$ cat src/rtl/uart_rx.sv
`default_nettype none
// ============================================================================
// Module      : uart_rx
// Description : 8N1 UART receiver with oversampled mid-bit sampling and its own
//               tick generator. Define UART_RX_PARITY_EN for 8E1/8O1 framing.
// Revision    : 1.0 - initial release
// ============================================================================
module uart_rx #(
    parameter int CLK_FREQ   = 50_000_000,
    parameter int BAUD       = 9600,
    parameter int OVERSAMPLE = 16
`ifdef UART_RX_PARITY_EN
    ,
    parameter bit PARITY_ODD = 1'b0
`endif
) (
    input  logic       clk,
    input  logic       rst,
    input  logic       rx_i,
    output logic [7:0] rx_data,
    output logic       rx_valid,
    output logic       rx_busy,
    output logic       frame_err,
    output logic       parity_err
);

    localparam int c_DIV = CLK_FREQ / (BAUD * OVERSAMPLE);
    localparam int c_TW  = (c_DIV > 1) ? $clog2(c_DIV) : 1;
    localparam int c_OW  = $clog2(OVERSAMPLE);

    localparam logic [c_TW-1:0] c_TICK_MAX = c_TW'(c_DIV - 1);
    localparam logic [c_OW-1:0] c_OS_HALF  = c_OW'(OVERSAMPLE / 2 - 1);
    localparam logic [c_OW-1:0] c_OS_LAST  = c_OW'(OVERSAMPLE - 1);

    localparam logic [2:0] c_ST_IDLE   = 3'd0;
    localparam logic [2:0] c_ST_START  = 3'd1;
    localparam logic [2:0] c_ST_DATA   = 3'd2;
`ifdef UART_RX_PARITY_EN
    localparam logic [2:0] c_ST_PARITY = 3'd3;
    localparam logic [2:0] c_ST_AFTER_DATA = c_ST_PARITY;
`else
    localparam logic [2:0] c_ST_AFTER_DATA = 3'd4;
`endif
    localparam logic [2:0] c_ST_STOP   = 3'd4;
    localparam logic [2:0] c_ST_BREAK  = 3'd5;

    logic            r_rx_meta, r_rx_s;
    logic [2:0]      r_state, w_state_nxt;
    logic [c_TW-1:0] r_tick_cnt;
    logic [c_OW-1:0] r_os_cnt;
    logic [2:0]      r_bit_cnt;
    logic [7:0]      r_shreg;
    logic [7:0]      r_rx_data;
    logic            r_rx_valid, r_frame_err;
    logic            w_tick, w_mid;
    logic            w_os_clr, w_os_inc, w_shift, w_bit_clr;
    logic            w_valid_nxt, w_ferr_nxt;
    logic            w_par_fail;

`ifdef UART_RX_PARITY_EN
    logic            r_par_bad, r_parity_err;
    logic            w_par_chk, w_perr_nxt;
    assign w_par_fail = r_par_bad;
    assign parity_err = r_parity_err;
`else
    assign w_par_fail = 1'b0;
    assign parity_err = 1'b0;
`endif

    // Tick counter only runs inside a frame so the first tick is phase-aligned to start detection.
    assign w_tick    = (r_state != c_ST_IDLE) && (r_tick_cnt == c_TICK_MAX);
    assign w_mid     = (r_os_cnt == c_OS_LAST);
    assign rx_busy   = (r_state != c_ST_IDLE);
    assign rx_data   = r_rx_data;
    assign rx_valid  = r_rx_valid;
    assign frame_err = r_frame_err;

    always_ff @(posedge clk) begin
        if (rst) begin
            r_state <= c_ST_IDLE;
        end else begin
            r_state <= w_state_nxt;
        end
    end

    always_comb begin
        w_state_nxt = r_state;
        w_os_clr    = 1'b0;
        w_os_inc    = 1'b0;
        w_shift     = 1'b0;
        w_bit_clr   = 1'b0;
        w_valid_nxt = 1'b0;
        w_ferr_nxt  = 1'b0;
`ifdef UART_RX_PARITY_EN
        w_par_chk   = 1'b0;
        w_perr_nxt  = 1'b0;
`endif
        case (r_state)
            c_ST_IDLE: begin
                if (!r_rx_s) begin
                    w_state_nxt = c_ST_START;
                    w_os_clr    = 1'b1;
                end
            end
            c_ST_START: begin
                if (w_tick) begin
                    if (r_os_cnt == c_OS_HALF) begin
                        if (r_rx_s) begin
                            w_state_nxt = c_ST_IDLE;
                        end else begin
                            w_state_nxt = c_ST_DATA;
                            w_os_clr    = 1'b1;
                            w_bit_clr   = 1'b1;
                        end
                    end else begin
                        w_os_inc = 1'b1;
                    end
                end
            end
            c_ST_DATA: begin
                if (w_tick) begin
                    if (w_mid) begin
                        w_shift  = 1'b1;
                        w_os_clr = 1'b1;
                        if (r_bit_cnt == 3'd7) begin
                            w_state_nxt = c_ST_AFTER_DATA;
                        end
                    end else begin
                        w_os_inc = 1'b1;
                    end
                end
            end
`ifdef UART_RX_PARITY_EN
            c_ST_PARITY: begin
                if (w_tick) begin
                    if (w_mid) begin
                        w_par_chk   = 1'b1;
                        w_os_clr    = 1'b1;
                        w_state_nxt = c_ST_STOP;
                    end else begin
                        w_os_inc = 1'b1;
                    end
                end
            end
`endif
            c_ST_STOP: begin
                if (w_tick) begin
                    if (w_mid) begin
                        if (r_rx_s) begin
                            w_state_nxt = c_ST_IDLE;
                            if (!w_par_fail) begin
                                w_valid_nxt = 1'b1;
                            end
`ifdef UART_RX_PARITY_EN
                            else begin
                                w_perr_nxt = 1'b1;
                            end
`endif
                        end else begin
                            w_ferr_nxt  = 1'b1;
                            w_state_nxt = c_ST_BREAK;
                        end
                    end else begin
                        w_os_inc = 1'b1;
                    end
                end
            end
            // Held-low line: stay busy until it idles so a break reports a single frame_err.
            c_ST_BREAK: begin
                if (r_rx_s) begin
                    w_state_nxt = c_ST_IDLE;
                end
            end
            default: w_state_nxt = c_ST_IDLE;
        endcase
    end

    always_ff @(posedge clk) begin
        if (rst) begin
            r_rx_meta    <= 1'b1;
            r_rx_s       <= 1'b1;
            r_tick_cnt   <= '0;
            r_os_cnt     <= '0;
            r_bit_cnt    <= 3'd0;
            r_shreg      <= 8'h00;
            r_rx_data    <= 8'h00;
            r_rx_valid   <= 1'b0;
            r_frame_err  <= 1'b0;
`ifdef UART_RX_PARITY_EN
            r_par_bad    <= 1'b0;
            r_parity_err <= 1'b0;
`endif
        end else begin
            r_rx_meta <= rx_i;
            r_rx_s    <= r_rx_meta;

            if ((r_state == c_ST_IDLE) || w_tick) begin
                r_tick_cnt <= '0;
            end else begin
                r_tick_cnt <= r_tick_cnt + 1'b1;
            end

            if (w_os_clr) begin
                r_os_cnt <= '0;
            end else if (w_os_inc) begin
                r_os_cnt <= r_os_cnt + 1'b1;
            end

            if (w_bit_clr) begin
                r_bit_cnt <= 3'd0;
            end else if (w_shift) begin
                r_bit_cnt <= r_bit_cnt + 3'd1;
            end

            if (w_shift) begin
                r_shreg <= {r_rx_s, r_shreg[7:1]};
            end

            if (w_valid_nxt) begin
                r_rx_data <= r_shreg;
            end
            r_rx_valid  <= w_valid_nxt;
            r_frame_err <= w_ferr_nxt;
`ifdef UART_RX_PARITY_EN
            if (w_par_chk) begin
                r_par_bad <= (r_rx_s != ((^r_shreg) ^ PARITY_ODD));
            end
            r_parity_err <= w_perr_nxt;
`endif
        end
    end

endmodule
`default_nettype wire
$ cat config.mk
export PLATFORM = sky130hd
export DESIGN_NAME = uart_rx
export DESIGN_NICKNAME = d
export VERILOG_FILES = /design/src/rtl/uart_rx.sv
export SDC_FILE = /design/constraint.sdc
export NUM_CORES = 1
export LEC_CHECK = 0
export CORE_ASPECT_RATIO = 0.6
export CORE_UTILIZATION = 46
export CTS_BUF_LIST = sky130_fd_sc_hd__clkbuf_8
export CTS_CLUSTER_DIAMETER = 30
export DETAILED_ROUTE_END_ITERATION = 8
export MAX_ROUTING_LAYER = met4
export PLACE_DENSITY = 0.69
export SLEW_MARGIN = 20
export SYNTH_ARGS = -nofsm -noshare
export SYNTH_HDL_FRONTEND = slang
export SYNTH_SLANG_ARGS = --single-unit
$ cat constraint.sdc
create_clock -name clk -period 1.9 [get_ports clk]
set_clock_uncertainty 0.05 [all_clocks]
set_input_delay 0.38 -clock clk [delete_from_list [all_inputs] [get_ports clk]]
set_output_delay 0.38 -clock clk [all_outputs]
set_load 0.01 [all_outputs]
==> results of run 1 <==
cell families after synthesis:
kind of cell / count (synthesis)
compound gates: 16
xor+xnor: 11
fa+ha+maj: 5
buf+inv: 13
flops: 39
mux: 21
other cells: 1
simple gates: 78
state kept, by name, indices dropped and copies added (netlist names):
| register | cells |
|---|---|
| rx_valid | 1 |
| frame_err | 1 |
| rx_data | 8 |
| r_state | 3 |
| r_os_cnt | 4 |
| r_bit_cnt | 3 |
| r_rx_s | 1 |
| r_rx_meta | 1 |
| r_tick_cnt | 9 |
| r_shreg | 8 |
metal layers:
metal | track usage (%) | vias up
met2 | 29.48 | 31
met4 | 9.942 | 0
li1 | - | 698
met5 | - | -
met1 | 27.45 | 665
met3 | 6.667 | 5
stage by stage:
stage	std cells	total power (W)
after global routing	262	0.001985
after floorplan	184	0.001016
final	262	0.001910
after CTS	261	0.001919
after detailed placement	252	0.001107
after global placement	252	0.001099
cell usage after synthesis (2+ instances only):
| library cell | n | area, µm² |
|---|---|---|
| and2_1 | 2 | 12.51 |
| mux2i_1 | 21 | 210.2 |
| nor2_1 | 37 | 138.9 |
| inv_1 | 4 | 15.01 |
| nand2_1 | 5 | 18.77 |
| xor2_1 | 6 | 52.55 |
| nand3_1 | 7 | 35.03 |
| xnor2_1 | 5 | 43.79 |
| clkbuf_1 | 6 | 22.52 |
| ha_1 | 5 | 62.56 |
| nor3_1 | 2 | 10.01 |
| or3_1 | 3 | 18.77 |
| a311o_1 | 2 | 20.02 |
| nand2b_1 | 2 | 12.51 |
| dfxtp_1 | 39 | 780.8 |
| nand4_1 | 3 | 18.77 |
| buf_4 | 3 | 22.52 |
| o21ai_0 | 3 | 15.01 |
| or3b_2 | 2 | 17.52 |
| or2_2 | 3 | 18.77 |
| a21oi_1 | 5 | 25.02 |
| nand3b_1 | 2 | 15.01 |
power breakdown:
part	switching [W]	total, W	internal (W)
clock network	0.000287	0.000806	0.000519
registers	0.0000127	0.000843	0.000830
logic	0.000140	0.000261	0.000120
cell usage in the layout (no fill, tap or decap), drive strengths merged, types with 3 or more instances in the layout:
cell	count
clkbuf	6
nand3	7
a21oi	5
nand2	5
or3	3
clkdlybuf4s50	12
ha	5
nand4	4
nor2	37
or2	4
buf	21
xnor2	5
mux2i	21
xor2	6
o21ai	3
inv	5
dfxtp	39
critical path: stages (launching register included):
cell and delay (ns):
dfxtp_2 0.32, or4b_4 0.53, or2_4 0.29, a2111oi_4 0.29
buf_4 0.20, mux2i_1 0.18, nor2_1 0.06
path summary, 6_finish.rpt:
kind                 to          start  cells after the start
max reg2reg  r_state[1]  r_tick_cnt[5]                      6
min reg2reg      r_rx_s      r_rx_meta                      1
min              r_rx_s      r_rx_meta                      1
max          r_state[1]  r_tick_cnt[5]                      6
repair_timing:
| action | in CTS | in global routing |
|---|---|---|
| gates cloned | 1 | 0 |
| setup buffers | 1 | 1 |
| resized for setup | 8 | 2 |
| pin swaps | 5 | 4 |
| setup endpoints to repair | 25 | 27 |
final cells by class:
class                      count  share of cell area (%)
clock buffer                   5                   3.074
clock inverter                 3                   2.851
inverter                       4                  0.6708
multi-input combinational    132                   41.87
sequential                    39                   34.94
tap                           45                   2.515
timing repair buffer          34                   14.09
==> impl_metrics.tcl, run 1 <==
set metrics [dict create \
    synthFlopType "dfxtp_1" \
    fin_ws_ns -0.1323 \
    cts_buffers 5 \
    synth_mux_area_share_pct 11.98 \
    synth_compound_area_share_pct 7.418 \
    status "complete, but fails checks" \
    netlist_instances 184 \
    crit_fanout 4 \
    met3_length_um 174 \
    pre_cts_ws_ns -0.1446 \
    top_layer_used "met4" \
    clk_pin_slew_ns 0.07 \
    register_area_um2 782.0 \
    synth.avg_cell_area_um2 9.534 \
    final_max_slew_viol_count 0 \
    hpwl_um 2618 \
    syn_to_final_growth_pct 27.60 \
    relSlewSlack_pct 66.56 \
    synth_cell_types 39 \
    setup.worst_path.class "register to register" \
    synth-simple-area-share_pct 23.40 \
    postLayoutCoreUtil_pct 65.01 \
    placed_area_mm2 0.002064 \
    hp-class "register to register" \
    async_flop_share_pct 0 \
    cts_sinks 39 \
    period_needed_ns 2.032 \
    ys.warnings.count 0 \
    start_util_pct 50.94 \
    cts_tree "yes" \
    root_buffer "clkbuf_8" \
    hold_violations 0 \
    max-vdd-ir-drop_uv 497.3 \
    required_ns 2.03 \
    endpoint_kind "register" \
    wl_met1_um 1873 \
    wirelength_um 3700 \
    violations "negative setup slack" \
    reg2reg_slack_ns -0.13 \
    fin_tns_setup_ns -0.9582 \
    first_global_vias 1287 \
    syn-cell-area_mm2 0.001754 \
    ys_ff_latch 39 \
    boundaryPins 15 \
    finalSetupViolCount 23 \
    hold_buffers 0 \
    grt_remaining_overflow 0 \
    syn-num-nets 192 \
    grt_pass1_wl_um 6051 \
    nets 224 \
    vias 1399 \
    antennaDiodeCount 0 \
    clk_latency_ns 0.29 \
    fmax_mhz 492.0 \
    gp_congestion 0.7712 \
    start_kind "register" \
    hold_ws_ns 0.3677 \
    numPortBuffers 13 \
    synth-xor-area-share_pct 5.492 \
    viasPerCell 5.340 \
    ys_seq_area_share_pct 44.51 \
    coreArea_mm2 0.003443 \
    post-route-cell-area_mm2 0.002238 \
    multi_input_area_um2 937.1 \
    track_usage_pct 21.12 \
    htree_levels 2 \
    grt_max_degree 26 \
    synth_edf_count 0 \
    firstDrtPassIters 4 \
    worst_pin_slew_ns 0.5000 \
    drive_above_1_share_pct 19.82 \
    wl_met2_um 1607 \
    rows 16 \
    cap_violations 0 \
    drcViolationCount 0 \
    drtAntennaViolNets 0 \
    p_leak_nw 0.9084 \
    synth_top_family_by_area "simple AND/OR/NAND/NOR gates" \
    die_x_um 81.72 \
    drt-wirelength-per-cell_um 14.12 \
    rsz0062_at_grt "yes" \
    synthAdderAreaFrac_pct 3.566 \
    cp_data_arrival_time_ns 2.16 \
    fill_cells 284 \
    powerDensity_mw_per_mm2 853.3 \
    drtIter0Drc 62 \
    clock_path_buffers 2 \
    antenna_found_initial 0 \
    fp.dieArea_mm2 0.004073 \
    die_y_um 49.84 \
    post-route-period-util_pct 107.0 \
]
No activity file was read; power rests on OpenSTA's default activity.
==> run 2, diff against run 1 <==
--- a/config.mk
+++ b/config.mk
@@ -6,12 +6,12 @@
 export NUM_CORES = 1
 export LEC_CHECK = 0
 export CORE_ASPECT_RATIO = 0.6
-export CORE_UTILIZATION = 46
+export CORE_UTILIZATION = 29
 export CTS_BUF_LIST = sky130_fd_sc_hd__clkbuf_8
 export CTS_CLUSTER_DIAMETER = 30
 export DETAILED_ROUTE_END_ITERATION = 8
 export MAX_ROUTING_LAYER = met4
-export PLACE_DENSITY = 0.69
+export PLACE_DENSITY = 0.48
 export SLEW_MARGIN = 20
 export SYNTH_ARGS = -nofsm -noshare
 export SYNTH_HDL_FRONTEND = slang
==> run 2 against run 1 <==
Against the previous run:
- the run still ends with negative setup slack left
- final cell count increased by 16%
- largest cell class unchanged
- critical path depth shrank 1
- highest routed layer unchanged
- hold slack better by 0.020 ns
- global-route usage shrank 7.7 points
- non-clock buffer count increased by 7
- routed wire length down 1.2%
==> impl_metrics.tcl, run 2 (synthesized netlist as in run 1, its figures left out) <==
set metrics [dict create \
    drtAntennaViolNets 0 \
    cp_data_arrival_time_ns 2.15 \
    vias 1343 \
    numPortBuffers 13 \
    drcViolationCount 0 \
    post-route-period-util_pct 106.4 \
    start_util_pct 30.77 \
    fill_cells 600 \
    hpwl_um 2750 \
    rsz0062_at_grt "yes" \
    grt_remaining_overflow 0 \
    hp-class "register to register" \
    final_max_slew_viol_count 0 \
    worst-path-buf-inv 0 \
    pre_cts_ws_ns -0.1355 \
    coreArea_mm2 0.005702 \
    rows 21 \
    track_usage_pct 13.46 \
    first_global_vias 1274 \
    cts_tree "yes" \
    start_kind "register" \
    cap_violations 0 \
    die_y_um 62.25 \
    fmax_mhz 494.5 \
    clk_latency_ns 0.29 \
    layout_common_cells "37 x nor2_1, 37 x dfxtp_1, 24 x buf_4, 21 x mux2i_1, 12 x clkdlybuf4s50_1" \
    clock_path_buffers 2 \
    gp_congestion 0.8042 \
    cp_top_family "simple AND/OR/NAND/NOR gates" \
    max_stage_delay_ns 0.53 \
    required_ns 2.03 \
    htree_levels 2 \
    crit_fanout 4 \
    finalSetupViolCount 21 \
    antenna_found_initial 0 \
    nets 231 \
    cts_buffers 5 \
    crit_path_top_delay_cell "or4b_4" \
    boundaryPins 15 \
    powerDensity_mw_per_mm2 783.7 \
    hold_violations 0 \
    syn_to_final_growth_pct 32.81 \
    viasPerCell 4.418 \
    grt_pass1_wl_um 6368 \
    power_w 0.001826 \
    period_needed_ns 2.022 \
    firstDrtPassIters 4 \
    worst_pin_slew_ns 0.5092 \
    crit_chain "or4b_4 -> or2_4 -> a2111oi_4 -> mux2i_1 -> nor2_1" \
    drtIter0Drc 54 \
    die_x_um 102.4 \
    max-vdd-ir-drop_uv 326.8 \
    grt_max_degree 23 \
    violations "negative setup slack" \
    top_register "r_tick_cnt" \
    wirelength_um 3654 \
    setup.worst_path.class "register to register" \
    antennaDiodeCount 0 \
    fin_ws_ns -0.1223 \
    status "complete, but fails checks" \
    relSlewSlack_pct 65.95 \
    clk_pin_slew_ns 0.08 \
    endpoint_kind "register" \
    drt-wirelength-per-cell_um 12.02 \
    p_leak_nw 0.9070 \
    root_buffer "clkbuf_8" \
    drive_above_1_share_pct 25.00 \
    largest_reg_flops 9 \
    fp.dieArea_mm2 0.006374 \
    cts_sinks 39 \
]
-- run 2: cell type report --
class | count | area [µm²] | share of cell area [%]
multi-input cells | 132 | 954.7 | 40.98
clock buffers | 6 | 82.58 | 3.545
well taps | 80 | 100.1 | 4.296
clock inverters | 2 | 35.03 | 1.504
inverters | 4 | 15.01 | 0.6445
flip-flops and latches | 39 | 783.3 | 33.62
repair buffers | 41 | 359.1 | 15.41
-- run 2: final timing paths --
path                                     from          to  slack, ns  depth (start not counted)
worst max-delay path            r_tick_cnt[5]  r_state[2]      -0.12                          5
worst min-delay path                r_rx_meta      r_rx_s       0.39                          1
worst max register to register  r_tick_cnt[5]  r_state[2]      -0.12                          5
worst min register to register      r_rx_meta      r_rx_s       0.39                          1
-- run 2: repair_timing --
item,4_1_cts,5_1_grt
pin swaps,5,6
gates resized for setup,4,10
buffers inserted,1,0
setup endpoints to repair,23,27
hold buffers,0,0
-- run 2: power breakdown --
group,switching (W),internal (W)
Clock,0.000303,0.000425
Combinational,0.000140,0.000119
Sequential,0.00000797,0.000831
Total,0.000450,0.00138
-- run 2: metal layers --
metal | up-vias | GRT usage (%) | share of wire [%]
met1 | 610 | 21.40 | 61
met5 | - | - | 0
li1 | 712 | - | -
met3 | 2 | 3.941 | 5.3
met4 | 0 | 3.750 | 0.38
met2 | 19 | 15.52 | 33
-- run 2: through the flow --
step | setup TNS, ns | hold WS [ns] | area [µm²] | util (%) | instances
after floorplan | -0.7477 | 0.3395 | 1755 | - | 184
after global placement | -1.128 | 0.3434 | 2165 | 37.96 | 295
after detailed placement | -1.428 | 0.3671 | 2165 | 37.96 | 295
after CTS | -1.122 | 0.3876 | 2298 | 40.31 | 304
after global routing | -3.673 | 0.4191 | 2330 | 40.86 | 304
final | -0.9861 | 0.3876 | 2330 | 40.86 | 304
==> run 3, diff against run 2 <==
==> constraint.sdc (replaced) <==
create_clock -name clk -period 1.9 [get_ports clk]
set_clock_uncertainty 0.05 [all_clocks]
set_input_delay 0.19 -clock clk [delete_from_list [all_inputs] [get_ports clk]]
set_output_delay 0.19 -clock clk [all_outputs]
set_load 0.01 [all_outputs]
==> run 3 against run 2 <==
Against the previous run:
- the flow still finishes with violations (negative setup slack)
- hold slack got worse by 0.013 ns
- non-clock buffer count down 4
- clock power barely moved
- register-to-register slack barely moved
- die area stayed put
==> impl_metrics.tcl, run 3 (synthesized netlist as in run 1, its figures left out) <==
set metrics [dict create \
    status "complete, but fails checks" \
    violations "negative setup slack" \
    finalSetupViolCount 12 \
    numPortBuffers 13 \
    hp-class "register to register" \
    top_register "r_tick_cnt" \
    layout_common_cells "37 x nor2_1, 36 x dfxtp_1, 21 x buf_4, 20 x mux2i_1, 12 x clkdlybuf4s50_1" \
    hpwl_um 2555 \
    crit_chain "or4b_4 -> or2_4 -> a311o_1 -> or3_1 -> a21oi_2" \
    track_usage_pct 12.75 \
    wirelength_um 3605 \
    grt_remaining_overflow 0 \
    fill_cells 592 \
    antenna_found_initial 0 \
    root_buffer "clkbuf_8" \
    final_max_slew_viol_count 0 \
    cp_top_family "simple AND/OR/NAND/NOR gates" \
    htree_levels 2 \
    drive_above_1_share_pct 24.55 \
    clk_latency_ns 0.29 \
    cp_data_arrival_time_ns 2.20 \
    drtAntennaViolNets 0 \
    endpoint_kind "register" \
    die_x_um 102.4 \
    rsz0062_at_grt "yes" \
    boundaryPins 15 \
    clk_pin_slew_ns 0.08 \
    grt_max_degree 24 \
    rows 21 \
    cts_sinks 39 \
    cts_tree "yes" \
    coreArea_mm2 0.005702 \
    syn_to_final_growth_pct 31.31 \
    drcViolationCount 0 \
    worst-path-buf-inv 0 \
    crit_path_top_delay_cell "or4b_4" \
    hold_ws_ns 0.3749 \
    cap_violations 0 \
    pre_cts_ws_ns -0.1283 \
    die_y_um 62.25 \
    start_util_pct 30.77 \
    fin_ws_ns -0.1185 \
    post_cts_buffers 0 \
    drt-wirelength-per-cell_um 12.02 \
    post-route-period-util_pct 106.2 \
    first_global_vias 1248 \
    largest_reg_flops 9 \
    clock_path_buffers 2 \
    crit_fanout 4 \
    fin_cells 300 \
    fp.dieArea_mm2 0.006374 \
    layout_commonest_cell "nor2_1" \
    p_leak_nw 0.8882 \
    powerDensity_mw_per_mm2 784.0 \
    dp.cells 292 \
    max_stage_delay_ns 0.53 \
    grt_pass1_wl_um 6058 \
    viasPerCell 4.497 \
    fmax_mhz 495.4 \
    nets 227 \
    hold_violations 0 \
    max-vdd-ir-drop_uv 370.5 \
    required_ns 2.09 \
    antennaDiodeCount 0 \
    cts_buffers 5 \
    firstDrtPassIters 4 \
    vias 1349 \
    postLayoutCoreUtil_pct 40.40 \
    setup.worst_path.class "register to register" \
    gp_congestion 0.7569 \
    start_kind "register" \
    period_needed_ns 2.018 \
    drtIter0Drc 85 \
]
-- run 3: timing repair --
item                                    CTS  global route
endpoints found under the setup margin   23            26
pin swaps                                 3             2
hold buffers                              0             0
resized for setup                         5            10
-- run 3: where the power goes --
part           internal [W]  switching, W  total, W
Sequential         0.000831    0.00000775  0.000839
Clock              0.000425      0.000301  0.000727
Combinational      0.000106      0.000135  0.000241
-- run 3: worst paths after layout --
path	from	endpoint	slack (ns)	cells after the start
setup / recovery	r_tick_cnt[5]	r_os_cnt[3]	-0.12	5
hold / removal	r_rx_meta	r_rx_s	0.37	1
setup reg to reg	r_tick_cnt[5]	r_os_cnt[3]	-0.12	5
hold reg to reg	r_rx_meta	r_rx_s	0.37	1
-- run 3: layer usage --
layer | part of all wire [%] | GRT usage (%) | routed length, µm
met5 | 0 | - | 0
met4 | 0.94 | 4.286 | 34
met3 | 4.2 | 3.716 | 150
met2 | 34 | 15.18 | 1215
met1 | 61 | 19.61 | 2206
-- run 3: layout make-up --
type                       count  area (µm²)  area share, %
timing repair buffer          37       329.1          14.29
tap                           80       100.1          4.345
sequential                    39       784.5          34.06
multi-input combinational    132       957.2          41.55
inverter                       4       15.01         0.6518
clock buffer                   6       82.58          3.585
clock inverter                 2       35.03          1.521
-- run 3: per-stage QoR --
step	setup TNS [ns]	cell area [µm²]	total power [W]
final	-0.4761	2303	0.001806
after global routing	-1.704	2303	0.001900
after CTS	-0.6029	2273	0.001830
after detailed placement	-0.9053	2142	0.001099
after global placement	-0.7575	2142	0.001101
after floorplan	-0.7477	1755	0.001016
